--- src/rtl/axi_sram_slave_pkg.sv ---
// ---------------------------------------------------------------------------
// axi_sram_slave_pkg
// Shared AXI3 channel widths, burst/response codes and the FSM state
// encoding used by axi_sram_slave and axi_sram_addr_gen.
// ---------------------------------------------------------------------------
package axi_sram_slave_pkg;

  // AXI3 channel widths
  localparam int LID_W    = 4;
  localparam int LADDR_W  = 32;
  localparam int LLEN_W   = 4;
  localparam int LSIZE_W  = 3;
  localparam int LBURST_W = 2;
  localparam int LLOCK_W  = 2;
  localparam int LCACHE_W = 4;
  localparam int LPROT_W  = 3;
  localparam int LDATA_W  = 32;
  localparam int LSTRB_W  = 4;
  localparam int LRESP_W  = 2;

  // Burst type codes
  localparam logic [LBURST_W-1:0] BURST_FIXED = 2'd0;
  localparam logic [LBURST_W-1:0] BURST_INCR  = 2'd1;
  localparam logic [LBURST_W-1:0] BURST_WRAP  = 2'd2;

  // Response codes
  localparam logic [LRESP_W-1:0] RESP_OKAY   = 2'd0;
  localparam logic [LRESP_W-1:0] RESP_SLVERR = 2'd2;

  // Slave FSM states
  typedef enum logic [2:0] {
    IDLE  = 3'd0,
    RD    = 3'd1,
    RDV   = 3'd2,
    WR    = 3'd3,
    BRESP = 3'd4
  } state_e;

endpackage

--- src/rtl/axi_sram_addr_gen.sv ---
// ---------------------------------------------------------------------------
// axi_sram_addr_gen
// Purely combinational beat-address generator shared by the read and write
// paths of axi_sram_slave.
//   addr_i        : current byte address
//   size_i        : AXI beat size (bytes = 1 << size)
//   burst_i       : AXI burst type
//   next_addr_o   : byte address of the following beat
//   unsupported_o : request cannot be served (WRAP, reserved burst, size > 4B)
// ---------------------------------------------------------------------------
module axi_sram_addr_gen
  import axi_sram_slave_pkg::*;
(
  input  logic [LADDR_W-1:0]  addr_i,
  input  logic [LSIZE_W-1:0]  size_i,
  input  logic [LBURST_W-1:0] burst_i,
  output logic [LADDR_W-1:0]  next_addr_o,
  output logic                unsupported_o
);

  logic [LADDR_W-1:0] incr;

  always_comb begin
    unsupported_o = (burst_i == BURST_WRAP) || (burst_i == 2'b11) || (size_i > 3'd2);
    incr          = {{(LADDR_W-1){1'b0}}, 1'b1} << size_i;
    // INCR wraps silently modulo 2^32; FIXED (and anything unsupported,
    // which never touches the SRAM) keeps the address.
    if (burst_i == BURST_INCR) begin
      next_addr_o = addr_i + incr;
    end else begin
      next_addr_o = addr_i;
    end
  end

endmodule

--- src/rtl/axi_sram_slave.sv ---
// ---------------------------------------------------------------------------
// axi_sram_slave
// AXI3 slave driving a single-port synchronous SRAM. One burst at a time,
// fair AR/AW arbitration, ID-echoing R/B responses.
//   clk, resetn        : clock, asynchronous active-low reset
//   ar* / arready      : read address channel (lock/cache/prot ignored)
//   r* / rready        : read data channel
//   aw* / awready      : write address channel (lock/cache/prot ignored)
//   w* / wready        : write data channel (wid ignored)
//   b* / bready        : write response channel
//   sram_en/we/addr/wdata/rdata : SRAM port; rdata valid the cycle after
//                        a read strobe and held while sram_en is low
// ---------------------------------------------------------------------------
module axi_sram_slave
  import axi_sram_slave_pkg::*;
#(
  parameter int ADDR_W = 16
) (
  input  logic                clk,
  input  logic                resetn,
  // read address
  input  logic [LID_W-1:0]    arid,
  input  logic [LADDR_W-1:0]  araddr,
  input  logic [LLEN_W-1:0]   arlen,
  input  logic [LSIZE_W-1:0]  arsize,
  input  logic [LBURST_W-1:0] arburst,
  input  logic [LLOCK_W-1:0]  arlock,
  input  logic [LCACHE_W-1:0] arcache,
  input  logic [LPROT_W-1:0]  arprot,
  input  logic                arvalid,
  output logic                arready,
  // read data
  output logic [LID_W-1:0]    rid,
  output logic [LDATA_W-1:0]  rdata,
  output logic [LRESP_W-1:0]  rresp,
  output logic                rlast,
  output logic                rvalid,
  input  logic                rready,
  // write address
  input  logic [LID_W-1:0]    awid,
  input  logic [LADDR_W-1:0]  awaddr,
  input  logic [LLEN_W-1:0]   awlen,
  input  logic [LSIZE_W-1:0]  awsize,
  input  logic [LBURST_W-1:0] awburst,
  input  logic [LLOCK_W-1:0]  awlock,
  input  logic [LCACHE_W-1:0] awcache,
  input  logic [LPROT_W-1:0]  awprot,
  input  logic                awvalid,
  output logic                awready,
  // write data
  input  logic [LID_W-1:0]    wid,
  input  logic [LDATA_W-1:0]  wdata,
  input  logic [LSTRB_W-1:0]  wstrb,
  input  logic                wlast,
  input  logic                wvalid,
  output logic                wready,
  // write response
  output logic [LID_W-1:0]    bid,
  output logic [LRESP_W-1:0]  bresp,
  output logic                bvalid,
  input  logic                bready,
  // SRAM
  output logic                sram_en,
  output logic [LSTRB_W-1:0]  sram_we,
  output logic [ADDR_W-1:0]   sram_addr,
  output logic [LDATA_W-1:0]  sram_wdata,
  input  logic [LDATA_W-1:0]  sram_rdata
);

  state_e               state_q, state_d;
  logic [LID_W-1:0]     id_q, id_d;
  logic [LADDR_W-1:0]   addr_q, addr_d;
  logic [LLEN_W-1:0]    len_q, len_d;
  logic [LSIZE_W-1:0]   size_q, size_d;
  logic [LBURST_W-1:0]  burst_q, burst_d;
  logic [LLEN_W-1:0]    beat_q, beat_d;
  logic                 err_q, err_d;     // response is SLVERR
  logic                 unsup_q, unsup_d; // burst never touches the SRAM
  logic                 last_rd_q, last_rd_d;

  logic                 grant_rd, grant_wr, last_beat;
  logic [LADDR_W-1:0]   ag_addr, ag_next;
  logic [LSIZE_W-1:0]   ag_size;
  logic [LBURST_W-1:0]  ag_burst;
  logic                 ag_unsup;

  logic unused_inputs;
  assign unused_inputs = ^{arlock, arcache, arprot, awlock, awcache, awprot, wid};

  // Read wins when it is the only request, or when both are pending and the
  // previous grant went to a write.
  assign grant_rd  = arvalid && (!awvalid || !last_rd_q);
  assign grant_wr  = awvalid && !grant_rd;
  assign last_beat = (beat_q == len_q);

  // In IDLE the generator looks at the request being granted so its
  // unsupported flag can be captured; afterwards it steps the burst.
  always_comb begin
    ag_addr  = addr_q;
    ag_size  = size_q;
    ag_burst = burst_q;
    if (state_q == IDLE) begin
      if (grant_rd) begin
        ag_addr  = araddr;
        ag_size  = arsize;
        ag_burst = arburst;
      end else begin
        ag_addr  = awaddr;
        ag_size  = awsize;
        ag_burst = awburst;
      end
    end
  end

  axi_sram_addr_gen u_addr_gen (
    .addr_i        (ag_addr),
    .size_i        (ag_size),
    .burst_i       (ag_burst),
    .next_addr_o   (ag_next),
    .unsupported_o (ag_unsup)
  );

  always_comb begin
    state_d    = state_q;
    id_d       = id_q;
    addr_d     = addr_q;
    len_d      = len_q;
    size_d     = size_q;
    burst_d    = burst_q;
    beat_d     = beat_q;
    err_d      = err_q;
    unsup_d    = unsup_q;
    last_rd_d  = last_rd_q;
    arready    = 1'b0;
    awready    = 1'b0;
    wready     = 1'b0;
    rvalid     = 1'b0;
    rid        = '0;
    rdata      = '0;
    rresp      = RESP_OKAY;
    rlast      = 1'b0;
    bvalid     = 1'b0;
    bid        = '0;
    bresp      = RESP_OKAY;
    sram_en    = 1'b0;
    sram_we    = '0;
    sram_addr  = '0;
    sram_wdata = '0;

    unique case (state_q)
      IDLE: begin
        arready = grant_rd;
        awready = grant_wr;
        if (grant_rd || grant_wr) begin
          id_d      = grant_rd ? arid    : awid;
          addr_d    = grant_rd ? araddr  : awaddr;
          len_d     = grant_rd ? arlen   : awlen;
          size_d    = grant_rd ? arsize  : awsize;
          burst_d   = grant_rd ? arburst : awburst;
          beat_d    = '0;
          err_d     = ag_unsup;
          unsup_d   = ag_unsup;
          last_rd_d = grant_rd;
          state_d   = grant_rd ? RD : WR;
        end
      end

      RD: begin
        sram_en   = !unsup_q;
        sram_addr = addr_q[ADDR_W+1:2];
        state_d   = RDV;
      end

      // sram_en stays low here, so the SRAM keeps rdata stable under stall.
      RDV: begin
        rvalid = 1'b1;
        rid    = id_q;
        rdata  = err_q ? '0 : sram_rdata;
        rresp  = err_q ? RESP_SLVERR : RESP_OKAY;
        rlast  = last_beat;
        if (rready) begin
          if (last_beat) begin
            state_d = IDLE;
          end else begin
            addr_d  = ag_next;
            beat_d  = beat_q + 1'b1;
            state_d = RD;
          end
        end
      end

      WR: begin
        wready = 1'b1;
        if (wvalid) begin
          sram_en    = !unsup_q;
          sram_we    = unsup_q ? '0 : wstrb;
          sram_wdata = unsup_q ? '0 : wdata;
          sram_addr  = unsup_q ? '0 : addr_q[ADDR_W+1:2];
          // A misplaced wlast only poisons the response; len still rules.
          if (wlast != last_beat) begin
            err_d = 1'b1;
          end
          if (last_beat) begin
            state_d = BRESP;
          end else begin
            addr_d = ag_next;
            beat_d = beat_q + 1'b1;
          end
        end
      end

      BRESP: begin
        bvalid = 1'b1;
        bid    = id_q;
        bresp  = err_q ? RESP_SLVERR : RESP_OKAY;
        if (bready) begin
          state_d = IDLE;
        end
      end

      default: state_d = IDLE;
    endcase
  end

  always_ff @(posedge clk or negedge resetn) begin
    if (!resetn) begin
      state_q   <= IDLE;
      id_q      <= '0;
      addr_q    <= '0;
      len_q     <= '0;
      size_q    <= '0;
      burst_q   <= '0;
      beat_q    <= '0;
      err_q     <= 1'b0;
      unsup_q   <= 1'b0;
      last_rd_q <= 1'b1; // write wins the first tie after reset
    end else begin
      state_q   <= state_d;
      id_q      <= id_d;
      addr_q    <= addr_d;
      len_q     <= len_d;
      size_q    <= size_d;
      burst_q   <= burst_d;
      beat_q    <= beat_d;
      err_q     <= err_d;
      unsup_q   <= unsup_d;
      last_rd_q <= last_rd_d;
    end
  end

endmodule

--- config.mk ---
export PLATFORM = sky130hd
export DESIGN_NAME = axi_sram_slave
export DESIGN_NICKNAME = d
export VERILOG_FILES = /design/src/rtl/axi_sram_slave_pkg.sv /design/src/rtl/axi_sram_addr_gen.sv /design/src/rtl/axi_sram_slave.sv
export SDC_FILE = /design/constraint.sdc
export NUM_CORES = 1
export LEC_CHECK = 0
export CORE_AREA = 2 2 112 114
export DETAILED_ROUTE_END_ITERATION = 12
export DIE_AREA = 0 0 114 116
export PLACE_DENSITY = 0.78
export SKIP_CTS_REPAIR_TIMING = 1
export SYNTH_ARGS = -nofsm -noshare
export SYNTH_HDL_FRONTEND = slang
export SYNTH_SLANG_ARGS = --single-unit
--- constraint.sdc ---
create_clock -name clk -period 5.7 [get_ports clk]
set_input_delay 1.14 -clock clk [delete_from_list [all_inputs] [get_ports clk]]
set_output_delay 1.14 -clock clk [all_outputs]
set_load 0.01 [all_outputs]
After elaboration in Yosys (flattened, before gate mapping)
Cells that the tools add are included.
Operators by class
  add/sub/neg operators: 2
  magnitude comparators: 1
  equality and inequality tests: 15
  shifts and indexed selects: 1
  muxes and demuxes: 55
  reductions and logical operators: 17
Operators with widths (count)
  $mux 32: 12
  $pmux 32 s3: 1
  $mux 4: 11
  $add 32x32->32: 1
  $mux 16: 2
  $pmux 16 s2: 1
  $shl 1x3->32 const A: 1
  $mux 3: 7
  $pmux 3 s5: 1
  $mux 2: 6
  $pmux 4 s3: 1
  $mux 1: 11
  $ne 2x2->1 const B: 5
  $reduce_and 4->1: 2
  $eq 3x2->1 const B: 2
  $reduce_and 5->1: 1
  $add 4x1->4 const B: 1
  $eq 2x2->1 const B: 2
  $eq 4x4->1: 1
  $logic_not 1->1: 4
  $logic_or 1x1->1: 4
  $pmux 1 s2: 2
  $eq 3x1->1 const B: 1
  $eq 3x3->1 const B: 1
  other kinds (9): 10
Storage, ports and cells
  bits in registers: 55
  bits of input ports: 188
  output and inout bits: 103
  logic and storage cells: 101

Longest topological paths before layout
  word-level depth: 11
  depth in mapped cells: 18
  depth with buffers taken out: 15

Hierarchy
A second synthesis with hierarchy kept.
Second synthesis, totals
  cell total of the unflattened synthesis: 625
  area total of the unflattened synthesis: 5054.8 um^2
Modules (own cells, without submodules)
  axi_sram_slave: instances 1, cells an instance 467, area an instance 3962.6 um^2, seq. area each 1377.6 um^2
  axi_sram_addr_gen: instances 1, cells an instance 158, area an instance 1092.3 um^2, seq. area each 0.0 um^2

Worst setup path after synthesis
No wires, ideal clock.
  path kind: input to register
  start: in arvalid
  end: reg addr_q[10]
  library setup time: 0.087 ns
  data arrival time: 4.568 ns
  data required time: 5.613 ns
  slack: 1.046 ns
  stages: 18
  buffers on the path: 3
  path through: a21boi_1 > buf_4 > buf_2 > buf_2 > mux2i_1 > nand2_1 > o21ai_0 > nand2b_1 > nor2_1 > ha_1 > inv_1 > fa_1 > maj3_2 > nor2_2 > a2111oi_4 > or2_4 > or4_1 > o211ai_1
Between the ends
  word-level cells in the longest chain between the ends: 9
  elaborated cells on any way between the ends: 21
  those cells by class: add/sub (1); eq/ne (2); shift (1); mux (12); reduce/logical (5)
RTL lines
  start, declared: line axi_sram_slave.sv:30  | input logic arvalid,
  $logic_and 1x1->1 (*): line axi_sram_slave.sv:92  | assign grant_rd = arvalid && (!awvalid || !last_rd_q);
  $mux 3: line axi_sram_slave.sv:103  | if (grant_rd) begin
  $mux 3: line axi_sram_slave.sv:102  | if (state_q == IDLE) begin
  $shl 1x3->32: line axi_sram_addr_gen.sv:25  | incr = {{(LADDR_W-1){1'b0}}, 1'b1} << size_i;
  $add 32x32->32: line axi_sram_addr_gen.sv:29  | next_addr_o = addr_i + incr;
  $mux 32: line axi_sram_addr_gen.sv:28  | if (burst_i == BURST_INCR) begin
  $mux 32: line axi_sram_slave.sv:182, axi_sram_slave.sv:203
  $mux 32 (on tied branches): line axi_sram_slave.sv:194, axi_sram_slave.sv:181
  $pmux 32 s3: line axi_sram_slave.sv:150  | unique case (state_q)
  end signal, assigned: line axi_sram_slave.sv:240  | addr_q <= addr_d;
  end, declared: line axi_sram_slave.sv:72  | logic [LADDR_W-1:0] addr_q, addr_d;
Every way passes the cells marked *; elsewhere a longest branch is shown, timed or not. The select of a mux whose other input is x is not followed.
A chain may end at the register's enable or synchronous reset.

Final worst setup path
Same ends and word-level chain as after synthesis.

==> results.md <==
- Status: finished clean
- Asr flop ratio synth: between 90% and 100%
- Clock power share: between 10% and 20%
- Combinational share of power: about two thirds
- Area of the core: between 10,000 and 15,000 um^2
- Yosys warnings: 0
- DR vias: 4,641
- Total Wirelength: between 15 and 20 mm
- Port bufs: roughly 240
- Vias per inst: between 5 and 6
- CP Max Fanout: 11
- RSZ-0062 raised after global routing: no
- Final setup viols: 0
- Switching share of total power: between 40 and 50%
- Area growth from synthesis to layout: 68.6%
- Critical path class: in -> reg
- Register area share after synthesis: approximately a quarter
- Max cap viols: 0
- Setup crit end kind: register
- Remaining Overflow, GRT: 0
- Slew Viols, Final: 0
- Storage element area: ~1000 um^2
- DR pass1 iterations: 5
- FP Rows: 40
- Reg-to-reg startpoint: state_q[0]$_DFFE_PN0P_
- Cells after Synth: 513
- Number of global-route vias before repair: 4,436
- Starting Density: about a third
- First-pass GRT wire length: approximately 23 mm
- Largest net degree at the start of global routing: 42
- Filler Cell Count: approximately 1,100
- CTS H-tree depth: 2
- Final GP Congestion: ~0.87
- Post-synth EDFFs: 0
- Clk buf depth: 2
- R2R Setup Slk: 1.66 ns
- Util after Layout: a little under three fifths
- P per Cell Area: roughly 420 nW/um^2
- Worst setup path start: arvalid
- Die span in y: 116 um
- P_sw: ~1.3 mW
- Post-Synthesis Mean Instance Area: 7.69 um^2
- Layout cells sized above 1: roughly 6.4%
- Die Width: 114 um
- Headroom to the max-slew limit: between 30 and 40%
- Synth Cell Area: between 3000 and 4000 um^2
- Post-route ant nets: 0
- Setup TNS: 0 ns
- Clk pin slew, worst setup/hold paths: about 0.060 ns
- Final net count: 933
- Hold/Removal Path Class: reg -> reg
- Die ar.: 13,200 um^2
- Period utilization: 84.7%
- P_int: 1.53 mW
- Worst Path Required: roughly 6 ns
- Clock Skew: approximately 0.0057 ns
- All-Layer GR Usage: 22.2%
- Max Freq: ~0.21 GHz
- Main synth FF type: dfrtp_1
- CTS Buf Count: 5
- Final worst-path setup slack: between 0.8 and 0.9 ns
- Critical Path AT: 5.03 ns
- DRT iter0 DRCs: roughly 260
- Final Hold Viols: 0
- Multi-input gate area: roughly 2800 um^2
- # diodes: 0
- Max VDD drop: approximately 280 uV
- CTS tree: done
- Routed len/inst: about 18 um
- Setup crit start kind: input port
- Worst slack, placed: between 0.6 and 0.7 ns
- R2R depth: 14
- Unique masters post-synth: 68
- Sequential fraction of design power: 20.3%
- Least-Margin Pin Slew: 0.964 ns
- # DRC: 0
- # IOs: around 290
- Root buffer cell: clkbuf_16
- CTS Sinks: a little over 40
- Worst r2r dst: addr_q[10]$_DFFE_PN0P_
- Worst setup path endpoint: addr_q[10]$_DFFE_PN0P_
- Post-DP HPWL: roughly 12 mm
- Clock Latency Late Sink: between 0.2 and 0.3 ns
- Initial antenna violation count: 0
- Period minus WS final: slightly below 5 ns
- Leakage: between 2 and 3 nW
- Number of synthesized register bits: 41
[critical path, cell delays in order]
cell	delay (ns)
clkdlybuf4s50_1	0.57
a21boi_4	0.31
buf_4	0.28
mux2i_1	0.30
a21oi_1	0.13
nor2_1	0.18
ha_1	0.20
inv_1	0.06
fa_1	0.40
maj3_2	0.35
nor2_2	0.13
a2111oi_4	0.07
or2_4	0.34
or4_1	0.47
o211ai_1	0.10
[stage by stage]
stage / std cells / hold slack [ns] / area (um^2) / power [mW]
floorplan: 514 / 0.448 / 3950 / 1.77
global placement: 876 / 0.464 / 6460 / 2.37
detailed placement: 876 / 0.487 / 6460 / 2.43
CTS: 884 / 0.498 / 6650 / 2.81
global route: 884 / 0.509 / 6650 / 3.04
finish: 884 / 0.489 / 6650 / 2.82
[final cells by class]
class / instances / share of cell area [%]
tap: 147 / 2.76
clock buffer: 5 / 1.88
clock inverter: 3 / 0.978
sequential: 41 / 15.4
timing repair buffer: 248 / 36.9
multi-input combinational: 430 / 41.5
inverter: 10 / 0.564
[cells in the mapped netlist (all sizes together), types with 4 or more instances]
master	n	area, um^2
o211ai	4	30.0
clkbuf	21	78.8
a21o	4	30.0
dfrtp	40	1000
nand2b	5	31.3
nor2b	7	43.8
xnor2	8	70.1
o21ai	37	196
a31oi	11	68.8
nor2	43	164
buf	12	66.3
nand3	9	45.0
a211oi	7	52.6
mux2	6	75.1
nand2	67	251
a21oi	18	90.1
ha	8	100
o31ai	8	78.8
nor3b	6	50.1
inv	10	37.5
nor3	15	80.1
mux2i	23	230
and2	96	601
[how the worst min path moves through the flow]
stage / cells past startpoint / to / from / slack, ns
final: 2 / addr_q[1]$_DFFE_PN0P_ / addr_q[1]$_DFFE_PN0P_ / 0.49
after global routing: 1 / addr_q[17]$_DFFE_PN0P_ / addr_q[17]$_DFFE_PN0P_ / 0.51
after CTS: 1 / addr_q[17]$_DFFE_PN0P_ / addr_q[17]$_DFFE_PN0P_ / 0.50
after detailed placement: 2 / addr_q[1]$_DFFE_PN0P_ / addr_q[1]$_DFFE_PN0P_ / 0.49
after global placement: 2 / addr_q[0]$_DFFE_PN0P_ / addr_q[0]$_DFFE_PN0P_ / 0.46
after floorplan: 1 / addr_q[17]$_DFFE_PN0P_ / addr_q[17]$_DFFE_PN0P_ / 0.45
[per-layer routing]
metal / vias up / global-route usage (%) / part of all wire [%]
li1: 2229 / - / -
met1: 2184 / 30.0 / 43
met2: 207 / 37.0 / 48
met3: 21 / 3.61 / 7.2
met4: 0 / 5.77 / 1.2
met5: - / 0 / 0
[power by group through the flow]
stage | clock (mW) | combinational (mW) | sequential, mW
6_report | 0.374 | 1.88 | 0.571
2_1_floorplan | 0 | 1.26 | 0.515
4_1_cts | 0.375 | 1.86 | 0.569
3_3_place_gp | 0 | 1.80 | 0.562
3_5_place_dp | 0 | 1.85 | 0.574
5_1_grt | 0.385 | 2.06 | 0.594
[layout by cell type (no fill, tap or decap), drive strengths merged, types with 4 or more instances in the layout]
cell and instances:
nand2 67, o21ai 37, nor3b 6, o31ai 8, a211oi 7, nand2b 5, a21oi 18, clkbuf 5
nor3 15, clkdlybuf4s50 237, dfrtp 40, xnor2 8, and2 96, inv 10, nor2b 7, ha 8
nor2 43, o211ai 4, a21o 4, mux2i 23, mux2 6, nand3 9, buf 11, a31oi 11
[logic make-up (layout without fill, tap and decap cells)]
logic type / count (synthesis) / count (layout) / share of synthesized area [%]
and+or+nand+nor: 262 / 262 / 34.9
AOI/OAI and AO/OA: 114 / 114 / 20.3
adders and majority gates: 12 / 12 / 3.90
other: 1 / 2 / 0.0951
buffers and inverters: 43 / 266 / 4.63
muxes: 29 / 29 / 7.74
DFF: 41 / 41 / 26.0
xor gates and xnor gates: 11 / 11 / 2.44
[state kept, by name, indices dropped and copies added (netlist names)]
| signal | cells |
|---|---|
| addr_q | 18 |
| beat_q | 4 |
| id_q | 4 |
| len_q | 4 |
| size_q | 3 |
| state_q | 3 |
| burst_q | 2 |
| err_q | 1 |
| last_rd_q | 1 |
| unsup_q | 1 |
Power figures use the tool's default switching activity.
